==> config.mk <==
export PLATFORM = sky130hd
export DESIGN_NAME = tcdm_bank_arbiter_flat
export DESIGN_NICKNAME = d
export VERILOG_FILES = /design/src/rtl/tcdm_bank_arbiter_if.sv /design/src/rtl/tcdm_bank_arbiter.sv /design/src/flat_wrapper.sv
export SDC_FILE = /design/constraint.sdc
export NUM_CORES = 1
export LEC_CHECK = 0
export CAP_MARGIN = 20
export CORE_AREA = 2 2 202 204
export DETAILED_ROUTE_END_ITERATION = 6
export DIE_AREA = 0 0 204 206
export DONT_BUFFER_PORTS = 1
export PLACE_DENSITY = 0.3
export REMOVE_ABC_BUFFERS = 1
export SETUP_SLACK_MARGIN = 0.1
export SLEW_MARGIN = 10
export SYNTH_ARGS = -nofsm -noshare
export SYNTH_HDL_FRONTEND = slang
export SYNTH_SLANG_ARGS = --single-unit
==> constraint.sdc <==
create_clock -name clk_i -period 4.87 [get_ports clk_i]
set_clock_uncertainty 0.1 [all_clocks]
set_input_delay 1.2175 -clock clk_i [delete_from_list [all_inputs] [get_ports clk_i]]
set_output_delay 1.2175 -clock clk_i [all_outputs]
set_load 0.01 [all_outputs]
==> src/rtl/tcdm_bank_arbiter_if.sv <==
// Master-side crossbar ports, single bank port and status of one TCDM bank arbiter.
// No logic inside; request path is combinational through the arbiter, responses come from its index FIFO.
// Backpressure: gnt/gnt_i on requests, rready/rready_o on read responses.
interface tcdm_bank_arbiter_if #(
  parameter int NUM_MASTERS     = 4,
  parameter int DATA_WIDTH      = 32,
  parameter int ADDR_WIDTH      = 32,
  parameter int MAX_OUTSTANDING = 4
);
  localparam int IW = $clog2(NUM_MASTERS);
  localparam int CW = $clog2(MAX_OUTSTANDING + 1);

  // master side
  logic [NUM_MASTERS-1:0]                 req_i;
  logic [NUM_MASTERS-1:0]                 wen_i;
  logic [NUM_MASTERS-1:0][ADDR_WIDTH-1:0] addr_i;
  logic [NUM_MASTERS-1:0][DATA_WIDTH-1:0] wdata_i;
  logic [NUM_MASTERS-1:0]                 gnt_o;
  logic [NUM_MASTERS-1:0][DATA_WIDTH-1:0] rdata_o;
  logic [NUM_MASTERS-1:0]                 rvalid_o;
  logic [NUM_MASTERS-1:0]                 rready_i;

  // bank side
  logic                  req_o;
  logic                  wen_o;
  logic [ADDR_WIDTH-1:0] addr_o;
  logic [DATA_WIDTH-1:0] wdata_o;
  logic [IW-1:0]         master_idx_o;
  logic                  gnt_i;
  logic [DATA_WIDTH-1:0] rdata_i;
  logic                  rvalid_i;
  logic                  rready_o;

  // status
  logic [CW-1:0]         outstanding_o;
  logic                  err_o;

  // arbiter view
  modport slave (
    input  req_i, wen_i, addr_i, wdata_i, rready_i,
    input  gnt_i, rdata_i, rvalid_i,
    output gnt_o, rdata_o, rvalid_o,
    output req_o, wen_o, addr_o, wdata_o, master_idx_o, rready_o,
    output outstanding_o, err_o
  );

  // environment view (masters plus bank)
  modport master (
    output req_i, wen_i, addr_i, wdata_i, rready_i,
    output gnt_i, rdata_i, rvalid_i,
    input  gnt_o, rdata_o, rvalid_o,
    input  req_o, wen_o, addr_o, wdata_o, master_idx_o, rready_o,
    input  outstanding_o, err_o
  );
endinterface

==> src/rtl/tcdm_bank_arbiter.sv <==
// Round-robin arbiter sharing one TCDM bank among NUM_MASTERS; read responses steered back via an index FIFO.
// Latency: request/grant path combinational (0 cycles); responses combinational from the registered FIFO head.
// Backpressure: reads masked while the index FIFO is full; bank rvalid held off by the head master's rready.
module tcdm_bank_arbiter #(
  parameter int NUM_MASTERS     = 4,
  parameter int DATA_WIDTH      = 32,
  parameter int ADDR_WIDTH      = 32,
  parameter int MAX_OUTSTANDING = 4
) (
  input logic             clk_i,
  input logic             rst_i,
  tcdm_bank_arbiter_if.slave bus
);
  localparam int IW = $clog2(NUM_MASTERS);
  localparam int CW = $clog2(MAX_OUTSTANDING + 1);
  localparam int PW = (MAX_OUTSTANDING > 1) ? $clog2(MAX_OUTSTANDING) : 1;

  // arbitration state
  logic [IW-1:0] ptr_q;
  logic          lock_q;
  logic [IW-1:0] lock_idx_q;

  // read-index FIFO state
  logic [IW-1:0] fifo_q [MAX_OUTSTANDING];
  logic [PW-1:0] wr_ptr_q;
  logic [PW-1:0] rd_ptr_q;
  logic [CW-1:0] count_q;
  logic          err_q;

  // combinational signals
  logic [NUM_MASTERS-1:0]                 elig;
  logic                                   found;
  logic [IW-1:0]                          win_idx;
  logic                                   hs;
  logic                                   push;
  logic                                   pop;
  logic                                   fifo_full;
  logic                                   fifo_empty;
  logic [IW-1:0]                          head;
  logic                                   win_wen;
  logic [ADDR_WIDTH-1:0]                  win_addr;
  logic [DATA_WIDTH-1:0]                  win_wdata;
  logic [NUM_MASTERS-1:0]                 gnt_vec;
  logic [NUM_MASTERS-1:0]                 rvalid_vec;
  logic [NUM_MASTERS-1:0][DATA_WIDTH-1:0] rdata_vec;
  logic                                   rready_bank;

  function automatic logic [PW-1:0] inc_ptr(input logic [PW-1:0] p);
    return (p == PW'(MAX_OUTSTANDING - 1)) ? '0 : p + PW'(1);
  endfunction

  // full check deliberately uses only the registered count: a same-cycle pop never unmasks reads
  assign fifo_full  = (count_q == CW'(MAX_OUTSTANDING));
  assign fifo_empty = (count_q == '0);
  assign head       = fifo_q[rd_ptr_q];

  // eligibility: writes always compete, reads only while the FIFO has room
  always_comb begin
    elig = '0;
    for (int m = 0; m < NUM_MASTERS; m++) begin
      elig[m] = bus.req_i[m] & (bus.wen_i[m] | ~fifo_full);
    end
  end

  // winner select: locked index wins outright, otherwise first eligible scanning from ptr
  always_comb begin
    int            cand;
    logic [IW-1:0] cand_idx;
    found    = 1'b0;
    win_idx  = '0;
    cand     = 0;
    cand_idx = '0;
    if (lock_q) begin
      found   = 1'b1;
      win_idx = lock_idx_q;
    end else begin
      for (int i = 0; i < NUM_MASTERS; i++) begin
        cand = int'(ptr_q) + i;
        if (cand >= NUM_MASTERS) cand = cand - NUM_MASTERS;
        cand_idx = IW'(cand);
        if (!found && elig[cand_idx]) begin
          found   = 1'b1;
          win_idx = cand_idx;
        end
      end
    end
  end

  // bank request mux and master grant; grants are suppressed while reset is held
  always_comb begin
    win_wen   = 1'b0;
    win_addr  = '0;
    win_wdata = '0;
    gnt_vec   = '0;
    if (found) begin
      win_wen   = bus.wen_i[win_idx];
      win_addr  = bus.addr_i[win_idx];
      win_wdata = bus.wdata_i[win_idx];
    end
    if (hs) gnt_vec[win_idx] = 1'b1;
  end

  assign hs   = found & bus.gnt_i & ~rst_i;
  assign push = hs & ~win_wen;

  // response steering from the FIFO head; nothing is forwarded while the FIFO is empty
  always_comb begin
    rvalid_vec  = '0;
    rdata_vec   = '0;
    rready_bank = 1'b0;
    if (!fifo_empty) begin
      rvalid_vec[head] = bus.rvalid_i;
      rdata_vec[head]  = bus.rdata_i;
      rready_bank      = bus.rready_i[head];
    end
  end

  assign pop = bus.rvalid_i & rready_bank;

  // round-robin pointer and request lock
  always_ff @(posedge clk_i or posedge rst_i) begin
    if (rst_i) begin
      ptr_q      <= '0;
      lock_q     <= 1'b0;
      lock_idx_q <= '0;
    end else begin
      if (hs) begin
        ptr_q  <= (win_idx == IW'(NUM_MASTERS - 1)) ? '0 : win_idx + IW'(1);
        lock_q <= 1'b0;
      end else if (found && !bus.gnt_i) begin
        lock_q     <= 1'b1;
        lock_idx_q <= win_idx;
      end
    end
  end

  // FIFO pointers, occupancy and sticky spurious-response flag
  always_ff @(posedge clk_i or posedge rst_i) begin
    if (rst_i) begin
      wr_ptr_q <= '0;
      rd_ptr_q <= '0;
      count_q  <= '0;
      err_q    <= 1'b0;
    end else begin
      if (push) wr_ptr_q <= inc_ptr(wr_ptr_q);
      if (pop)  rd_ptr_q <= inc_ptr(rd_ptr_q);
      case ({push, pop})
        2'b10:   count_q <= count_q + CW'(1);
        2'b01:   count_q <= count_q - CW'(1);
        default: count_q <= count_q;
      endcase
      if (bus.rvalid_i && fifo_empty) err_q <= 1'b1;
    end
  end

  // FIFO storage needs no reset: entries are only read below the occupancy count
  always_ff @(posedge clk_i) begin
    if (push) fifo_q[wr_ptr_q] <= win_idx;
  end

  assign bus.req_o         = found;
  assign bus.wen_o         = win_wen;
  assign bus.addr_o        = win_addr;
  assign bus.wdata_o       = win_wdata;
  assign bus.master_idx_o  = win_idx;
  assign bus.gnt_o         = gnt_vec;
  assign bus.rvalid_o      = rvalid_vec;
  assign bus.rdata_o       = rdata_vec;
  assign bus.rready_o      = rready_bank;
  assign bus.outstanding_o = count_q;
  assign bus.err_o         = err_q;
endmodule

==> src/flat_wrapper.sv <==
// flat-port wrapper written by rule: the top's interface ports become plain ports
module tcdm_bank_arbiter_flat 
#(
  parameter int NUM_MASTERS     = 4,
  parameter int DATA_WIDTH      = 32,
  parameter int ADDR_WIDTH      = 32,
  parameter int MAX_OUTSTANDING = 4
)
  (clk_i, rst_i, bus_req_i, bus_wen_i, bus_addr_i, bus_wdata_i, bus_rready_i, bus_gnt_i, bus_rdata_i, bus_rvalid_i, bus_gnt_o, bus_rdata_o, bus_rvalid_o, bus_req_o, bus_wen_o, bus_addr_o, bus_wdata_o, bus_master_idx_o, bus_rready_o, bus_outstanding_o, bus_err_o);
  tcdm_bank_arbiter_if #(.NUM_MASTERS(NUM_MASTERS), .DATA_WIDTH(DATA_WIDTH), .ADDR_WIDTH(ADDR_WIDTH), .MAX_OUTSTANDING(MAX_OUTSTANDING)) bus_i ();
  input logic clk_i;
  input logic rst_i;
  input wire logic [$bits(bus_i.req_i)-1:0] bus_req_i;
  input wire logic [$bits(bus_i.wen_i)-1:0] bus_wen_i;
  input wire logic [$bits(bus_i.addr_i)-1:0] bus_addr_i;
  input wire logic [$bits(bus_i.wdata_i)-1:0] bus_wdata_i;
  input wire logic [$bits(bus_i.rready_i)-1:0] bus_rready_i;
  input wire logic [$bits(bus_i.gnt_i)-1:0] bus_gnt_i;
  input wire logic [$bits(bus_i.rdata_i)-1:0] bus_rdata_i;
  input wire logic [$bits(bus_i.rvalid_i)-1:0] bus_rvalid_i;
  output wire logic [$bits(bus_i.gnt_o)-1:0] bus_gnt_o;
  output wire logic [$bits(bus_i.rdata_o)-1:0] bus_rdata_o;
  output wire logic [$bits(bus_i.rvalid_o)-1:0] bus_rvalid_o;
  output wire logic [$bits(bus_i.req_o)-1:0] bus_req_o;
  output wire logic [$bits(bus_i.wen_o)-1:0] bus_wen_o;
  output wire logic [$bits(bus_i.addr_o)-1:0] bus_addr_o;
  output wire logic [$bits(bus_i.wdata_o)-1:0] bus_wdata_o;
  output wire logic [$bits(bus_i.master_idx_o)-1:0] bus_master_idx_o;
  output wire logic [$bits(bus_i.rready_o)-1:0] bus_rready_o;
  output wire logic [$bits(bus_i.outstanding_o)-1:0] bus_outstanding_o;
  output wire logic [$bits(bus_i.err_o)-1:0] bus_err_o;
  assign bus_i.req_i = bus_req_i;
  assign bus_i.wen_i = bus_wen_i;
  assign bus_i.addr_i = bus_addr_i;
  assign bus_i.wdata_i = bus_wdata_i;
  assign bus_i.rready_i = bus_rready_i;
  assign bus_i.gnt_i = bus_gnt_i;
  assign bus_i.rdata_i = bus_rdata_i;
  assign bus_i.rvalid_i = bus_rvalid_i;
  assign bus_gnt_o = bus_i.gnt_o;
  assign bus_rdata_o = bus_i.rdata_o;
  assign bus_rvalid_o = bus_i.rvalid_o;
  assign bus_req_o = bus_i.req_o;
  assign bus_wen_o = bus_i.wen_o;
  assign bus_addr_o = bus_i.addr_o;
  assign bus_wdata_o = bus_i.wdata_o;
  assign bus_master_idx_o = bus_i.master_idx_o;
  assign bus_rready_o = bus_i.rready_o;
  assign bus_outstanding_o = bus_i.outstanding_o;
  assign bus_err_o = bus_i.err_o;
  tcdm_bank_arbiter #(.NUM_MASTERS(NUM_MASTERS), .DATA_WIDTH(DATA_WIDTH), .ADDR_WIDTH(ADDR_WIDTH), .MAX_OUTSTANDING(MAX_OUTSTANDING)) u_core (.clk_i(clk_i), .rst_i(rst_i), .bus(bus_i));
endmodule
# Word level (Yosys, flattened, before mapping)

Memory sizes are Yosys's and may differ from the RTL's.
Cells that the tools add are included.

Memories: 1
RAM bits: 8
Register bits: 13
Logic and storage cells: 129

Memories:

| name          | words | width | rd ports | clocked after memory_dff | wr ports | line                    | text |
|---|---|---|---|---|---|---|---|
| u_core.fifo_q | 4     | 2     | 1        | 0                        | 1        | tcdm_bank_arbiter.sv:24 | `logic [IW-1:0] fifo_q [MAX_OUTSTANDING];` |

Bitwise operators: 18
Mux-type cells: 58
Magnitude comparators: 12
Reductions and logical operators: 15
Equality and inequality tests: 6
$add $sub $neg: 12

Operators by type and width:

| kind                | count |
|---|---|
| $mux 32             | 5 |
| $and 128x128->128   | 1 |
| $bmux 32 s2         | 2 |
| $mux 128            | 1 |
| $demux 32 s2        | 1 |
| $mux 2              | 16 |
| $mux 1              | 22 |
| $lt 2x3->1 const B  | 6 |
| $bmux 1 s2          | 6 |
| $ge 3x3->1 const B  | 3 |
| $and 1x1->1         | 8 |
| $eq 2x2->1 const B  | 4 |
| $mux 4              | 2 |
| $sub 2x1->2 const B | 4 |
| $logic_and 1x1->1   | 7 |
| $add 2x1->2 const B | 3 |
| $add 2x2->3 const B | 2 |
| $pmux 3 s2          | 1 |
| $and 4x4->4         | 1 |
| $demux 1 s2         | 2 |
| $ge 2x1->1 const B  | 2 |
| $logic_not 1->1     | 4 |
| $not 1->1           | 4 |
| $or 1x1->1          | 4 |
| 9 further kinds     | 10 |

# Depth between registers and ports, before layout

Word-level depth: 27
Depth in mapped cells: 15
Mapped depth without buffers: 15

# Least setup slack after synthesis

No wires, ideal clock.

Kind: input to output
Start point: input port bus_wen_i[1]
End point: output port bus_addr_o[24]
Setup slack: 204 ps
Stages: 9
Buffers on the path: 2
Data arrival time: 3348 ps
Path through: nor4b_1 o211ai_1 a21o_1 a32o_2 inv_2 buf_6 buf_6 mux4_2 and2_1

Longest elaborated chain between the ends: 21
Elaborated cells between the ends (all ways): 32
Classes of those cells: mux: 24; bitwise: 2; reduce/logical: 6

RTL lines:

| what                            | line                    | text |
|---|---|---|
| start: declaration              | flat_wrapper.sv:14      | `input wire logic [$bits(bus_i.wen_i)-1:0] bus_wen_i;` |
| $or 1x1->1 *                    | tcdm_bank_arbiter.sv:61 | `elig[m] = bus.req_i[m] & (bus.wen_i[m] \| ~fifo_full);` |
| $and 1x1->1 *                   | tcdm_bank_arbiter.sv:61 |  |
| $bmux 1 s2                      | tcdm_bank_arbiter.sv:81 | `if (!found && elig[cand_idx]) begin` |
| $mux 1 (implied by the code)    | tcdm_bank_arbiter.sv:81 |  |
| $mux 1                          | tcdm_bank_arbiter.sv:81 |  |
| $mux 1                          | tcdm_bank_arbiter.sv:73 | `if (lock_q) begin` |
| $logic_not 1->1                 | tcdm_bank_arbiter.sv:81 |  |
| $logic_and 1x1->1               | tcdm_bank_arbiter.sv:81 |  |
| [... 6 more ...]                | --                      |  |
| $logic_not 1->1                 | tcdm_bank_arbiter.sv:81 |  |
| $logic_and 1x1->1               | tcdm_bank_arbiter.sv:81 |  |
| $mux 2 *                        | tcdm_bank_arbiter.sv:81 |  |
| $mux 2 *                        | tcdm_bank_arbiter.sv:73 |  |
| via bus_master_idx_o[0]         | flat_wrapper.sv:28      | `output wire logic [$bits(bus_i.master_idx_o)-1:0] bus_master_idx_o;` |
| $bmux 32 s2 *                   | tcdm_bank_arbiter.sv:97 | `win_addr = bus.addr_i[win_idx];` |
| $mux 32 (implied by the code) * | tcdm_bank_arbiter.sv:97 |  |
| $mux 32 *                       | tcdm_bank_arbiter.sv:95 | `if (found) begin` |
| end: declaration                | flat_wrapper.sv:26      | `output wire logic [$bits(bus_i.addr_o)-1:0] bus_addr_o;` |

The timed path passes the listed nets; every way through them passes the cells marked *. The select of a mux whose other input is x is not followed.

# Worst setup path in the final report

Start point: input port bus_wen_i[0]
End point: output port bus_wdata_o[13]

Longest elaborated chain between the ends: 21
Elaborated cells between the ends (all ways): 32
Classes of those cells: mux: 24; bitwise: 2; reduce/logical: 6

RTL lines:

| what                          | line                    | text |
|---|---|---|
| $or 1x1->1 *                  | tcdm_bank_arbiter.sv:61 |  |
| $and 1x1->1 *                 | tcdm_bank_arbiter.sv:61 |  |
| $bmux 1 s2                    | tcdm_bank_arbiter.sv:81 |  |
| $mux 1 (implied by the code)  | tcdm_bank_arbiter.sv:81 |  |
| $mux 1                        | tcdm_bank_arbiter.sv:81 |  |
| $mux 1                        | tcdm_bank_arbiter.sv:73 |  |
| $logic_not 1->1               | tcdm_bank_arbiter.sv:81 |  |
| $logic_and 1x1->1             | tcdm_bank_arbiter.sv:81 |  |
| [... 5 more ...]              | --                      |  |
| $mux 1                        | tcdm_bank_arbiter.sv:73 |  |
| $logic_not 1->1               | tcdm_bank_arbiter.sv:81 |  |
| $logic_and 1x1->1             | tcdm_bank_arbiter.sv:81 |  |
| $mux 2                        | tcdm_bank_arbiter.sv:81 |  |
| $mux 2                        | tcdm_bank_arbiter.sv:73 |  |
| $bmux 32 s2                   | tcdm_bank_arbiter.sv:98 | `win_wdata = bus.wdata_i[win_idx];` |
| $mux 32 (implied by the code) | tcdm_bank_arbiter.sv:98 |  |
| $mux 32 *                     | tcdm_bank_arbiter.sv:95 |  |
| end: declaration              | flat_wrapper.sv:27      | `output wire logic [$bits(bus_i.wdata_o)-1:0] bus_wdata_o;` |

Mark *: on every way between the ends. The rest lies on a longest branch, timed or not. The select of a mux whose other input is x is not followed.

==> reports/metrics.yaml <==
clock_tree:
  cts-root-buf: "clkbuf_16"
  cts_hold_buf: 0
  postCtsSetupRepairBufs: 0
  cts_buffers: 3
  clock_latency_ns: 0.25
  numClockSinks: 21
  clk_pin_slew_ns: 0.06
  cts.htree.levels: 1
  cts_buffer_depth: 2
  cts_tree: "built"
place:
  place_area_um2: 4650
  dp_hpwl_um: 15900
  dp_cells: 968
  io_buffers: 0
  gp_routability_congestion: 0.834
grt:
  antenna_found_initial: 15
  track_usage_pct: 7.91
  grt_first_pass_wirelength_um: 24200
  grt_pass1_vias: 3684
  grt_max_degree: 71
  grt-ovfl-total: 0
die:
  chipWidth_um: 204
  die_area_um2: 42000
  start_util_pct: 10.1
  coreArea_um2: 40200
  pin_count: 513
  die_h_um: 206
  rows: 74
final_layout:
  stdcell_area_um2: 5020
  fill_cells: 4571
  layoutNonFillerInstCount: 989
  seq_area_um2: 566
  layout_common_cells: "nor2_1 (139), and2_1 (68), mux4_2 (67)"
  area_delta_synth_final_pct: 24.2
  fin_nets: 765
  multi_input_area_um2: 3220
  mostFrequentLayoutCell: "nor2_1"
  final_layout_size_suffix_gt1_share_pct: 26.1
synthesis:
  synth.distinct_cells: 41
  ys_seq_elements: 21
  synth_top_area_share_pct: 37.3
  synth_area_leader_cell: "mux4_2"
  synth.area.top_cells: "mux4_2 (37%), nor2_1 (13%), and2_1 (11%)"
  synthCells: 458
  ys_warn_count: 0
  syn_area_per_cell_um2: 8.83
  syn_area_um2: 4040
  ys_seq_area_share_pct: 14.0
setup_path:
  path_class: "primary input to primary output"
  crit_arrival_ns: 3.39
  crit_fanout: 12
  cp-start-kind: "primary input"
  crit_required_ns: 3.55
  end_kind: "primary output"
drt:
  drcViolationCount: 0
  wl_um: 20800
  drtIter0Drc: 146
  post_drt_wl_per_cell_um: 21.0
  vias: 3906
  routed_via_density: 3.95
  postRouteAntennaNets: 0
  first_pass_iters: 4
power:
  pwr-share-clk_pct: 6.1
  p_comb_share_pct: 82.4
  switching_share_pct: 54.2
  power_per_cell_area_nw_per_um2: 576
  p_sw_mw: 1.57
  vdd_drop_max_uv: 242
  leakage_nw: 1.85
  seqPwrFrac_pct: 11.5
  p_int_mw: 1.32
sta:
  maxSlewHeadroom_pct: 29.0
  finalCritPeriodShare_pct: 96.6
  whs_ns: 0.435
  rsz0062_at_grt: "true"
  min_period_ns: 4.70
  worst_pin_slew_ns: 1.07
  hold_violations: 0
  fmax_mhz: 213
  setup_viol: 0
  drv_slew: 0
min_path:
  hp-class: "register to register"
flow_run:
  maxCapViolations: 0
run_status:
  status: "completed"
## synthesized netlist by cell type, drive strengths merged
cell type and number:
o211ai 2, nor3 1, o21bai 1, o22ai 1, and2 71, nor2b 1, a221oi 1, ha 10
xor2 2, xnor2 1, fa 1, a21o 3, a41oi 1, a32o 1, a21oi 3, or3 1
nor2 140, clkbuf 26, edfxtp 8, nor4b 1, mux2i 5, nand3 2, inv 15, dfrtp 13
mux2 3, mux4 67, or2 1, buf 14, a211o 1, nand2 44, nand2b 3, a22oi 2
and3 5, o21ai 4, or4b 3
## layer usage
metal	track usage (%)	wire length [µm]
met1	7.77	7040
met2	16.2	11400
met3	1.67	1620
met4	2.61	620
met5	0	74
## power by group through the flow
stage               logic (mW)  registers (mW)  clock network, mW
global route              2.59           0.351              0.193
floorplan                 1.66           0.305                  0
CTS                       2.23           0.335              0.184
detailed placement        2.15           0.339                  0
finish                    2.38           0.333              0.177
global placement          2.16           0.339                  0
## flip-flops by register name, indices dropped and copies added (netlist names)
register / flops
u_core.rd_ptr_q: 2
u_core.bus.outstanding_o: 3
u_core.bus.err_o: 1
u_core.lock_idx_q: 2
u_core.fifo_q: 8
u_core.ptr_q: 2
u_core.wr_ptr_q: 2
u_core.lock_q: 1
## kinds of logic after synthesis
logic type	Yosys count	share of synthesized area, %
XOR/XNOR	3	0.650
AND/OR/NAND/NOR	273	31.3
adder cells (fa/ha/maj)	11	3.59
flip-flops	21	14.0
multiplexers	75	39.4
AO/OA/AOI/OAI	20	3.90
buffers and inverters	55	7.24
## final timing paths
path / start / to / slack (ns) / depth (start not counted)
setup / recovery: bus_wen_i[0] / bus_wdata_o[13] / 0.17 / 9
hold / removal: u_core.lock_idx_q[0] / u_core.lock_idx_q[0] / 0.44 / 2
setup reg to reg: u_core.bus.outstanding_o[0] / u_core.bus.outstanding_o[2] / 1.01 / 16
hold reg to reg: u_core.lock_idx_q[0] / u_core.lock_idx_q[0] / 0.44 / 2
max in group asynchronous: rst_i / u_core.rd_ptr_q[0] / 3.45 / 1
min in group asynchronous: rst_i / u_core.ptr_q[1] / 0.82 / 1
## area by class of cell
type,instances,area share (%)
timing repair buffer,27,8.00
tap,532,13.3
antenna,8,0.399
sequential,21,11.3
inverter,15,1.42
clock inverter,1,0.0996
multi-input combinational,382,64.1
clock buffer,3,1.49
## through the flow
| step | util, % | TNS, ns | power, mW | worst slack, ns |
|---|---|---|---|---|
| 3_3_place_gp | 11.6 | 0 | 2.50 | 0.0320 |
| 6_report | 12.5 | 0 | 2.89 | 0.167 |
| 2_1_floorplan | - | -48.06 | 1.96 | -0.735 |
| 3_5_place_dp | 11.6 | 0 | 2.48 | 0.0376 |
| 5_1_grt | 12.5 | 0 | 3.13 | 0.0846 |
| 4_1_cts | 11.9 | 0 | 2.75 | 0.0706 |
## repair_timing
| action | CTS | global route |
|---|---|---|
| pin swaps | 0 | 3 |
| cloned | 2 | 7 |
| gates resized for setup | 4 | 18 |
| endpoints found under the setup margin | 49 | 65 |
## critical path, stage by stage
cell and delay, ns:
or4b_4 0.48, buf_4 0.16, and3_1 0.17, o21ai_1 0.12, a32o_2 0.28, inv_8 0.10
buf_16 0.17, mux4_2 0.46, and2_1 0.21
(Power assumes the default switching activity.)
